===== config.mk =====
export PLATFORM = sky130hd
export DESIGN_NAME = cplx_alu_pipe
export DESIGN_NICKNAME = d
export VERILOG_FILES = /design/src/rtl/cplx_alu_pipe.sv
export SDC_FILE = /design/constraint.sdc
export NUM_CORES = 1
export LEC_CHECK = 0
export ABC_AREA = 1
export CAP_MARGIN = 10
export CORE_ASPECT_RATIO = 0.6
export CORE_UTILIZATION = 55
export DETAILED_ROUTE_END_ITERATION = 10
export PLACE_DENSITY = 0.77
export SYNTH_ARGS = -nofsm -noshare
export SYNTH_HDL_FRONTEND = slang
export SYNTH_SLANG_ARGS = --single-unit

===== constraint.sdc =====
create_clock -name clk -period 3.65 [get_ports clk]
set_input_delay 0.365 -clock clk [delete_from_list [all_inputs] [get_ports clk]]
set_output_delay 0.365 -clock clk [all_outputs]
set_load 0.05 [all_outputs]

===== src/rtl/cplx_alu_pipe.sv =====
// Streaming complex ALU: input reg -> shared-multiplier product stage -> shared-adder combine
// stage -> output FIFO. Define SAT_EN to saturate results instead of wrapping to W bits.
module cplx_alu_pipe #(
  parameter int unsigned W         = 4,
  parameter int unsigned OUT_DEPTH = 2
) (
  input  logic                         clk,
  input  logic                         reset,
  input  logic                         in_valid,
  output logic                         in_ready,
  input  logic [1:0]                   in_op,
  input  logic [W-1:0]                 in_a_re,
  input  logic [W-1:0]                 in_a_im,
  input  logic [W-1:0]                 in_b_re,
  input  logic [W-1:0]                 in_b_im,
  output logic                         out_valid,
  input  logic                         out_ready,
  output logic [W-1:0]                 real_part,
  output logic [W-1:0]                 imaginary_part,
  output logic [$clog2(OUT_DEPTH):0]   out_count
);

  localparam int unsigned PW = 2 * W;
  localparam int unsigned SW = 2 * W + 1;
  localparam int unsigned CW = $clog2(OUT_DEPTH) + 1;
  localparam int unsigned AW = (OUT_DEPTH > 1) ? $clog2(OUT_DEPTH) : 1;

  typedef enum logic [1:0] {OpAdd, OpSub, OpMul, OpCmul} op_e;
  typedef enum logic [2:0] {StIdle, StP0, StP1, StP2, StP3} s2_state_e;
  typedef enum logic {StC0, StC1} s3_state_e;

  // Narrow a full-width combine result to W bits.
  function automatic logic [W-1:0] narrow(input logic [SW-1:0] v);
`ifdef SAT_EN
    logic [SW-W:0] hi;
    hi = v[SW-1:W-1];
    if (hi == '0 || hi == '1) begin
      return v[W-1:0];
    end else if (v[SW-1]) begin
      return {1'b1, {(W-1){1'b0}}};
    end else begin
      return {1'b0, {(W-1){1'b1}}};
    end
`else
    return v[W-1:0];
`endif
  endfunction

  function automatic logic [PW-1:0] sext(input logic [W-1:0] v);
    return {{W{v[W-1]}}, v};
  endfunction

  function automatic logic [AW-1:0] ptr_inc(input logic [AW-1:0] p);
    return (p == AW'(OUT_DEPTH - 1)) ? '0 : p + AW'(1);
  endfunction

  // ---------------------------------------------------------------- state
  logic            s1_valid_q, s1_valid_d;
  op_e             s1_op_q, s1_op_d;
  logic [W-1:0]    s1_a_re_q, s1_a_re_d, s1_a_im_q, s1_a_im_d;
  logic [W-1:0]    s1_b_re_q, s1_b_re_d, s1_b_im_q, s1_b_im_d;

  s2_state_e       s2_state_q, s2_state_d;
  logic [PW-1:0]   p0_q, p0_d, p1_q, p1_d, p2_q, p2_d;

  logic            s3_valid_q, s3_valid_d;
  s3_state_e       s3_state_q, s3_state_d;
  op_e             s3_op_q, s3_op_d;
  logic [PW-1:0]   x0_q, x0_d, x1_q, x1_d, x2_q, x2_d, x3_q, x3_d;
  logic [W-1:0]    s3_re_q, s3_re_d;

  logic [W-1:0]    mem_re_q [OUT_DEPTH];
  logic [W-1:0]    mem_re_d [OUT_DEPTH];
  logic [W-1:0]    mem_im_q [OUT_DEPTH];
  logic [W-1:0]    mem_im_d [OUT_DEPTH];
  logic [AW-1:0]   wptr_q, wptr_d, rptr_q, rptr_d;
  logic [CW-1:0]   count_q, count_d;

  // ---------------------------------------------------------------- handshake
  logic            accept, s2_done, s2_go, s3_take, push, pop, full;
  logic [W-1:0]    push_re, push_im;

  assign full      = (count_q == CW'(OUT_DEPTH));
  assign pop       = (count_q != '0) && out_ready;
  assign push      = s3_valid_q && (s3_state_q == StC1) && (!full || pop);
  assign s3_take   = !s3_valid_q || push;
  assign s2_done   = s1_valid_q && (!s1_op_q[1] || (s2_state_q == StP3));
  assign s2_go     = s2_done && s3_take;
  assign in_ready  = !reset && (!s1_valid_q || s2_go);
  assign accept    = in_valid && in_ready;

  // ---------------------------------------------------------------- S1 input register
  always_comb begin
    s1_valid_d = s1_valid_q;
    s1_op_d    = s1_op_q;
    s1_a_re_d  = s1_a_re_q;
    s1_a_im_d  = s1_a_im_q;
    s1_b_re_d  = s1_b_re_q;
    s1_b_im_d  = s1_b_im_q;
    if (accept) begin
      s1_valid_d = 1'b1;
      s1_op_d    = op_e'(in_op);
      s1_a_re_d  = in_a_re;
      s1_a_im_d  = in_a_im;
      s1_b_re_d  = in_b_re;
      s1_b_im_d  = in_b_im;
    end else if (s2_go) begin
      s1_valid_d = 1'b0;
    end
  end

  // ---------------------------------------------------------------- S2 products
  logic [W-1:0]  mul_x, mul_y;
  logic [PW-1:0] prod;

  always_comb begin
    mul_x = s1_a_re_q;
    mul_y = s1_b_re_q;
    unique case (s2_state_q)
      StP1: begin mul_x = s1_a_im_q; mul_y = s1_b_im_q; end
      StP2: begin mul_x = s1_a_re_q; mul_y = s1_b_im_q; end
      StP3: begin mul_x = s1_a_im_q; mul_y = s1_b_re_q; end
      default: ;
    endcase
  end

  assign prod = $signed(sext(mul_x)) * $signed(sext(mul_y));

  always_comb begin
    s2_state_d = s2_state_q;
    p0_d       = p0_q;
    p1_d       = p1_q;
    p2_d       = p2_q;
    unique case (s2_state_q)
      StP0: begin p0_d = prod; s2_state_d = StP1; end
      StP1: begin p1_d = prod; s2_state_d = StP2; end
      StP2: begin p2_d = prod; s2_state_d = StP3; end
      default: ;
    endcase
    // A new op always restarts the sequence; P3 waits here until S3 can take it.
    if (accept) begin
      s2_state_d = in_op[1] ? StP0 : StIdle;
    end else if (s2_go) begin
      s2_state_d = StIdle;
    end
  end

  // ---------------------------------------------------------------- S3 combine
  logic [PW-1:0] lhs, rhs;
  logic          sub;
  logic [SW-1:0] sum;

  always_comb begin
    if (s3_state_q == StC0) begin
      lhs = x0_q;
      rhs = x1_q;
      sub = (s3_op_q == OpSub) || (s3_op_q == OpMul);
    end else begin
      lhs = (s3_op_q == OpCmul) ? x3_q : x2_q;
      rhs = (s3_op_q == OpCmul) ? x2_q : x3_q;
      sub = (s3_op_q == OpSub) || (s3_op_q == OpCmul);
    end
    sum = {lhs[PW-1], lhs} + ({rhs[PW-1], rhs} ^ {SW{sub}}) + SW'(sub);
  end

  assign push_re = s3_re_q;
  assign push_im = narrow(sum);

  always_comb begin
    s3_valid_d = s3_valid_q;
    s3_state_d = s3_state_q;
    s3_op_d    = s3_op_q;
    s3_re_d    = s3_re_q;
    x0_d       = x0_q;
    x1_d       = x1_q;
    x2_d       = x2_q;
    x3_d       = x3_q;
    if (s3_valid_q && (s3_state_q == StC0)) begin
      s3_re_d    = narrow(sum);
      s3_state_d = StC1;
    end
    if (push) begin
      s3_valid_d = 1'b0;
    end
    if (s2_go) begin
      s3_valid_d = 1'b1;
      s3_state_d = StC0;
      s3_op_d    = s1_op_q;
      if (s1_op_q[1]) begin
        x0_d = p0_q;
        x1_d = p1_q;
        x2_d = p2_q;
        x3_d = prod;
      end else begin
        x0_d = sext(s1_a_re_q);
        x1_d = sext(s1_b_re_q);
        x2_d = sext(s1_a_im_q);
        x3_d = sext(s1_b_im_q);
      end
    end
  end

  // ---------------------------------------------------------------- output FIFO
  always_comb begin
    mem_re_d = mem_re_q;
    mem_im_d = mem_im_q;
    wptr_d   = wptr_q;
    rptr_d   = rptr_q;
    count_d  = count_q;
    if (push) begin
      mem_re_d[wptr_q] = push_re;
      mem_im_d[wptr_q] = push_im;
      wptr_d           = ptr_inc(wptr_q);
    end
    if (pop) begin
      rptr_d = ptr_inc(rptr_q);
    end
    unique case ({push, pop})
      2'b10:   count_d = count_q + CW'(1);
      2'b01:   count_d = count_q - CW'(1);
      default: ;
    endcase
  end

  assign out_valid      = (count_q != '0);
  assign out_count      = count_q;
  assign real_part      = mem_re_q[rptr_q];
  assign imaginary_part = mem_im_q[rptr_q];

  // ---------------------------------------------------------------- registers
  always_ff @(posedge clk) begin
    if (reset) begin
      s1_valid_q <= 1'b0;
      s1_op_q    <= OpAdd;
      s1_a_re_q  <= '0;
      s1_a_im_q  <= '0;
      s1_b_re_q  <= '0;
      s1_b_im_q  <= '0;
      s2_state_q <= StIdle;
      p0_q       <= '0;
      p1_q       <= '0;
      p2_q       <= '0;
      s3_valid_q <= 1'b0;
      s3_state_q <= StC0;
      s3_op_q    <= OpAdd;
      s3_re_q    <= '0;
      x0_q       <= '0;
      x1_q       <= '0;
      x2_q       <= '0;
      x3_q       <= '0;
      for (int i = 0; i < int'(OUT_DEPTH); i++) begin
        mem_re_q[i] <= '0;
        mem_im_q[i] <= '0;
      end
      wptr_q     <= '0;
      rptr_q     <= '0;
      count_q    <= '0;
    end else begin
      s1_valid_q <= s1_valid_d;
      s1_op_q    <= s1_op_d;
      s1_a_re_q  <= s1_a_re_d;
      s1_a_im_q  <= s1_a_im_d;
      s1_b_re_q  <= s1_b_re_d;
      s1_b_im_q  <= s1_b_im_d;
      s2_state_q <= s2_state_d;
      p0_q       <= p0_d;
      p1_q       <= p1_d;
      p2_q       <= p2_d;
      s3_valid_q <= s3_valid_d;
      s3_state_q <= s3_state_d;
      s3_op_q    <= s3_op_d;
      s3_re_q    <= s3_re_d;
      x0_q       <= x0_d;
      x1_q       <= x1_d;
      x2_q       <= x2_d;
      x3_q       <= x3_d;
      mem_re_q   <= mem_re_d;
      mem_im_q   <= mem_im_d;
      wptr_q     <= wptr_d;
      rptr_q     <= rptr_d;
      count_q    <= count_d;
    end
  end

endmodule


* Yosys cells after proc, flatten, opt, wreduce, memory -nomap -nowiden
Index checks and enable logic that the tools add are counted.
** Operators by class
- Order comparisons :: 3
- Bitwise gates (word level) :: 4
- Multipliers :: 1
- Equal/unequal tests :: 10
- Reductions and logical operators :: 28
- Multiplexer cells :: 32
- Add/sub/neg operators :: 6
** Operator list (number)
- $mux 4 :: 17
- $bwmux 8 :: 2
- $logic_and 1x1->1 :: 9
- $pmux 3 s3 :: 1
- $eq 2x2->1 const B :: 4
- $mux 1 :: 8
- $reduce_bool 2->1 :: 4
- $eq 3x2->1 const B :: 2
- $logic_or 1x1->1 :: 6
- $mux 3 :: 2
- $reduce_or 2->1 :: 3
- $logic_not 1->1 :: 5
- $reduce_bool 5->1 :: 1
- $add 4x1->4 :: 1
- $add 4x4->4 :: 1
- $demux 4 s1 :: 1
- $eq 2x1->1 const B :: 2
- $ge 2x2->1 const B :: 2
- $mul 4x4->4 :: 1
- $not 1->2 :: 2
- $pmux 2 s2 :: 1
- $xor 4x4->4 :: 1
- $eq 3x1->1 const B :: 1
- $eq 3x3->1 const B :: 1
- other kinds (5) :: 6
** Storage, ports and cells
- Bits of input ports :: 22
- Output and inout port bits :: 12
- Word-level logic and storage cells :: 109
- Flip-flop bits (word level) :: 78

* Depth between registers and ports, before layout
- Depth after elaboration :: 10
- Depth in mapped cells :: 20
- Gate-level depth less buffers :: 20

* Least setup slack after synthesis
Ideal clock, no wire load.
- Path kind :: register to register
- From :: reg s2_state_q[1]
- To :: reg x3_q[3]
- Stages on the path, launching flop included :: 18
- Required time :: 3538 ps
- Data arrival time :: 2271 ps
- Path slack :: 1267 ps
- Path buffers :: 0
- Period minus slack after synthesis :: 2383 ps
- Library setup time :: 112 ps
- Cell sequence :: dfxtp_1 nand2_2 o21ai_0 inv_1 nor2_1 ha_1 ha_1 ha_1 inv_1 nand3_1 nand2_1 inv_1 nand2_2 nand2_1 nand2_2 nand3_1 nand2_1 nand2_1
** On the way
- Cells in the longest elaborated chain, start to end :: 5
- Elaborated cells between the ends (all ways) :: 12
- Those cells by class :: 1 x mul; 3 x eq/ne; 3 x mux; 5 x reduce/logical
** Ends and longest elaborated chain
- from (decl) :: line 63 : s2_state_e s2_state_q, s2_state_d;
- from (signal assigned) :: line 239 : s2_state_q <= StIdle;
- from (signal assigned) :: line 265 : s2_state_q <= s2_state_d;
- $eq 3x3->1 / $eq 3x2->1 (equally long branches) :: line 87, 119
- $reduce_or 2->1 (no source line)
- $mux 4 :: line 119 : unique case (s2_state_q)
- $mul 4x4->4 :: line 127 : assign prod = $signed(sext(mul_x)) * $signed(sext(mul_y));
- $mux 4 :: line 189 : if (s1_op_q[1]) begin
- to (signal assigned) :: line 250 : x3_q <= '0;
- to (signal assigned) :: line 276 : x3_q <= x3_d;
- to (decl) :: line 69 : logic [PW-1:0] x0_q, x0_d, x1_q, x1_d, x2_q, x2_d, x3_q, x3_d;
Several ways; a longest one is shown, not always the timed one.
A chain may end at the register's enable or synchronous reset.

* Final worst setup path
- From :: reg s2_state_q[1]
- To :: reg p2_q[3]
** On the way
- Cells in the longest elaborated chain, start to end :: 4
- Elaborated cells between the ends (all ways) :: 8
- Those cells by class :: 1 x mul; 3 x eq/ne; 2 x mux; 2 x reduce/logical
** Ends and longest elaborated chain
- $eq 3x3->1 (tied with other cells) :: line 119
- $reduce_or 2->1 (no source line)
- $mux 4 :: line 119
- $mul 4x4->4 :: line 127
- to (signal assigned) :: line 268 : p2_q <= p2_d;
- to (decl) :: line 64 : logic [PW-1:0] p0_q, p0_d, p1_q, p1_d, p2_q, p2_d;
Several ways; a longest one is shown, not always the timed one.

==> flow_metrics.env <==
export IMPL_worst_slew_pin_slew_ns=0.6992
export IMPL_synth_top_family_by_area="simple AND/OR/NAND/NOR gates"
export IMPL_critPathMostFrequentCell="inv_1"
export IMPL_htree_levels=3
export IMPL_rsz0062_at_grt="no"
export IMPL_required_ns=3.89
export IMPL_synth_xor_area_frac=0.01357
export IMPL_synth_warnings=0
export IMPL_cts_inserted_buffers=9
export IMPL_antenna_found_initial=0
export IMPL_outcome="completed"
export IMPL_layout_nets=583
export IMPL_diodes=0
export IMPL_cts_hold_buf=0
export IMPL_cellLeakagePower_nw=1.866
export IMPL_cp_slowest_stage_delay_ns=0.44
export IMPL_syn_area_per_cell_um2=7.230
export IMPL_initial_core_util=0.5946
export IMPL_ys_types=42
export IMPL_wl_met2_um=3741
export IMPL_finalSetupTns_ns=0
export IMPL_die_width_um=109.0
export IMPL_num_rows=22
export IMPL_routedLengthMet1_um=4738
export IMPL_synthesis_nets=552
export IMPL_detailed_place_hpwl_um=7124
export IMPL_seq_area_um2=1562
export IMPL_synth_seq_area_share=0.4130
export IMPL_maxCapViolations=0
export IMPL_cp_max_fo=9
export IMPL_synth_fa_ha_area_frac=0.02515
export IMPL_synthArstFlopShare=0
export IMPL_grt_use_total=0.2923
export IMPL_fmax_mhz=363.4
export IMPL_cpMaxStageDelayCell="dfxtp_1"
export IMPL_final_min_clock_period_ns=2.752
export IMPL_crit_arrival_ns=2.99
export IMPL_core_area_um2=6359
export IMPL_die_area_um2=7221
export IMPL_syn_inst=523
export IMPL_grt_pass1_vias=3262
export IMPL_hold_violations=0
export IMPL_yosys_mux_area_fraction=0.007942
export IMPL_multi_input_area_um2=1808
export IMPL_placed_area_um2=4144
export IMPL_drive_above_1_share=0.09173
export IMPL_vias_per_cell=5.578
export IMPL_slew_violations=0
export IMPL_cts_clk_slew_worst_paths_ns=0.06
export IMPL_ios=34
export IMPL_dieHeight_um=66.23
export IMPL_area_growth_synth_to_final_pct=16.94
export IMPL_vias=3570
export IMPL_end_kind="register"
export IMPL_synth_edff_count=0
export IMPL_routed_wirelength_um=9574
export IMPL_cts_sinks=78
export IMPL_ys_ff_latch=78
export IMPL_cts_resized=0
export IMPL_portBuffers=33
export IMPL_clock_skew_ns=0.006882
export IMPL_holdCritPathClass="register to register"
export IMPL_cts_root_buf="clkbuf_16"
export IMPL_relSlewSlack=0.5333
export IMPL_clock_latency_ns=0.34
export IMPL_nFillCells=549
export IMPL_synthFlopType="dfxtp_1"
export IMPL_gp_congestion=0.9507
export IMPL_peakVddDrop_mv=0.5264
export IMPL_post_drt_wl_per_cell_um=14.96
export IMPL_crit_chain="nand2_2, o21ai_0, inv_1, nor2_1, ha_1, ha_1, ha_1, inv_1, nand3_1, nand2_1, inv_1, nand2_2, nand2_1, nand2_2, nand3_1, nand2_1, inv_1"
export IMPL_syn_area_um2=3781
export IMPL_grt_overflow=0
export IMPL_ant_nets=0
export IMPL_cts_setup_buffers=0
export IMPL_grt_first_pass_wirelength_um=15680
export IMPL_grt_start_max_net_pins=35
export IMPL_setup_viol=0
export IMPL_synth_simple_area_share=0.2191
export IMPL_post_route_drc_count=0
export IMPL_powerDensity_nw_per_um2=497.7
export IMPL_synth_compound_area_share=0.2124
export IMPL_top_layer="met4"
export IMPL_first_pass_iters=5
export IMPL_path_class="register to register"
export IMPL_crit_path_start_kind="register"
export IMPL_clk_path_buf_depth=2
export IMPL_fin_area_um2=4422
export IMPL_route_met3_wl_um=1001
export IMPL_initialDrtViolationCount=303
export IMPL_cts_tree="built"
export IMPL_fin_crit_sh=0.7539
==> cell families after synthesis <==
group / after synthesis
buffers and inverters: 98
XOR/XNOR: 5
adder cells (fa/ha/maj): 7
AO/OA/AOI/OAI: 150
flip-flops: 78
AND/OR/NAND/NOR: 182
multiplexers: 3
==> power by group <==
group | switching [mW] | leakage [nW] | total (mW) | internal [mW]
combinational | 0.257 | 1.09 | 0.393 | 0.136
clock | 0.325 | 0.137 | 0.860 | 0.535
sequential | 0.0461 | 0.634 | 0.947 | 0.901
total | 0.629 | 1.87 | 2.20 | 1.57
==> synth_stat cells (2+ instances only) <==
library cell,count,area (um^2)
a21oi_1,50,250.2
buf_2,7,35.03
clkbuf_1,5,18.77
dfxtp_1,78,1562
ha_1,6,75.07
inv_1,73,274.0
inv_2,6,22.52
mux2i_1,3,30.03
nand2_1,98,367.9
nand2_2,13,81.33
nand2_4,2,22.52
nand3_1,32,160.2
nand3_2,2,20.02
nand3b_1,3,22.52
nor2_1,26,97.59
o21a_1,2,15.01
o21ai_0,72,360.4
o21ai_1,4,20.02
o21ai_2,3,26.28
o22ai_1,11,68.82
o32ai_1,2,17.52
or2_2,2,12.51
xor2_1,4,35.03
==> worst max-delay path, delay by kind of cell (launching register included) <==
family | cells | cell delay, ns
compound gates | 1 | 0.34
buf+inv | 4 | 0.24
simple gates | 9 | 0.87
fa+ha+maj | 3 | 0.75
flops | 1 | 0.44
==> worst paths after layout <==
path                  from           to  slack, ns  cells after the start
max reg2reg  s2_state_q[1]      p2_q[3]       0.90                     17
max          s2_state_q[1]      p2_q[3]       0.90                     17
min reg2reg    mem_re_q[6]  mem_re_q[6]       0.45                      2
min            mem_re_q[6]  mem_re_q[6]       0.45                      2
==> metal layers <==
| layer | global-route usage | vias to the layer above |
|---|---|---|
| met1 | 0.4205 | 1636 |
| met3 | 0.1094 | 13 |
| li1 | - | 1772 |
| met2 | 0.4064 | 149 |
| met4 | 0.06588 | 0 |
| met5 | 0 | - |
==> cell type report <==
cell class / count / area share
clock buffers: 11 / 0.05490
clock inverters: 2 / 0.007923
inverters: 81 / 0.06989
multi-input cells: 347 / 0.4089
flip-flops and latches: 78 / 0.3531
well taps: 84 / 0.02377
repair buffers: 37 / 0.08149
==> through the flow <==
stage | setup slack, ns | hold WS [ns] | utilization | total power [mW] | std cells
after floorplan | 1.267 | 0.4231 | - | 1.227 | 523
after global placement | 1.040 | 0.4407 | 0.6517 | 1.337 | 627
after detailed placement | 0.9767 | 0.4483 | 0.6517 | 1.346 | 627
after CTS | 0.9489 | 0.4554 | 0.6954 | 2.207 | 640
after global routing | 0.6617 | 0.4759 | 0.6954 | 2.286 | 640
final | 0.8981 | 0.4537 | 0.6954 | 2.201 | 640
==> sequential cells by signal, summed over array words and instances (netlist names), 3 cells and up <==
register	flops
mem_im_q	8
mem_re_q	8
p0_q	4
p1_q	4
p2_q	4
push_re	4
s1_a_im_q	4
s1_a_re_q	4
s1_b_im_q	4
s1_b_re_q	4
s2_state_q	3
x0_q	4
x1_q	4
x2_q	4
x3_q	4
==> placed cells by master, fill, tap and decap left out, types with 2 or more instances in the layout <==
cell / netlist / layout
o32ai_1: 2 / 2
o21ai_1: 4 / 4
a21oi_1: 50 / 50
o21a_1: 2 / 2
mux2i_1: 3 / 3
o22ai_1: 11 / 11
inv_1: 73 / 73
o21ai_0: 72 / 72
nand3_2: 2 / 2
nand2_1: 98 / 98
nand3b_1: 3 / 3
dfxtp_1: 78 / 78
o21ai_2: 3 / 3
nor2_1: 26 / 26
clkbuf_16: 0 / 9
nand3_1: 32 / 32
ha_1: 6 / 6
xor2_1: 4 / 4
or2_2: 2 / 2
nand2_4: 2 / 2
nand2_2: 13 / 13
buf_4: 1 / 4
inv_2: 6 / 6
clkdlybuf4s50_1: 0 / 33
No activity file was read; power rests on OpenSTA's default activity.
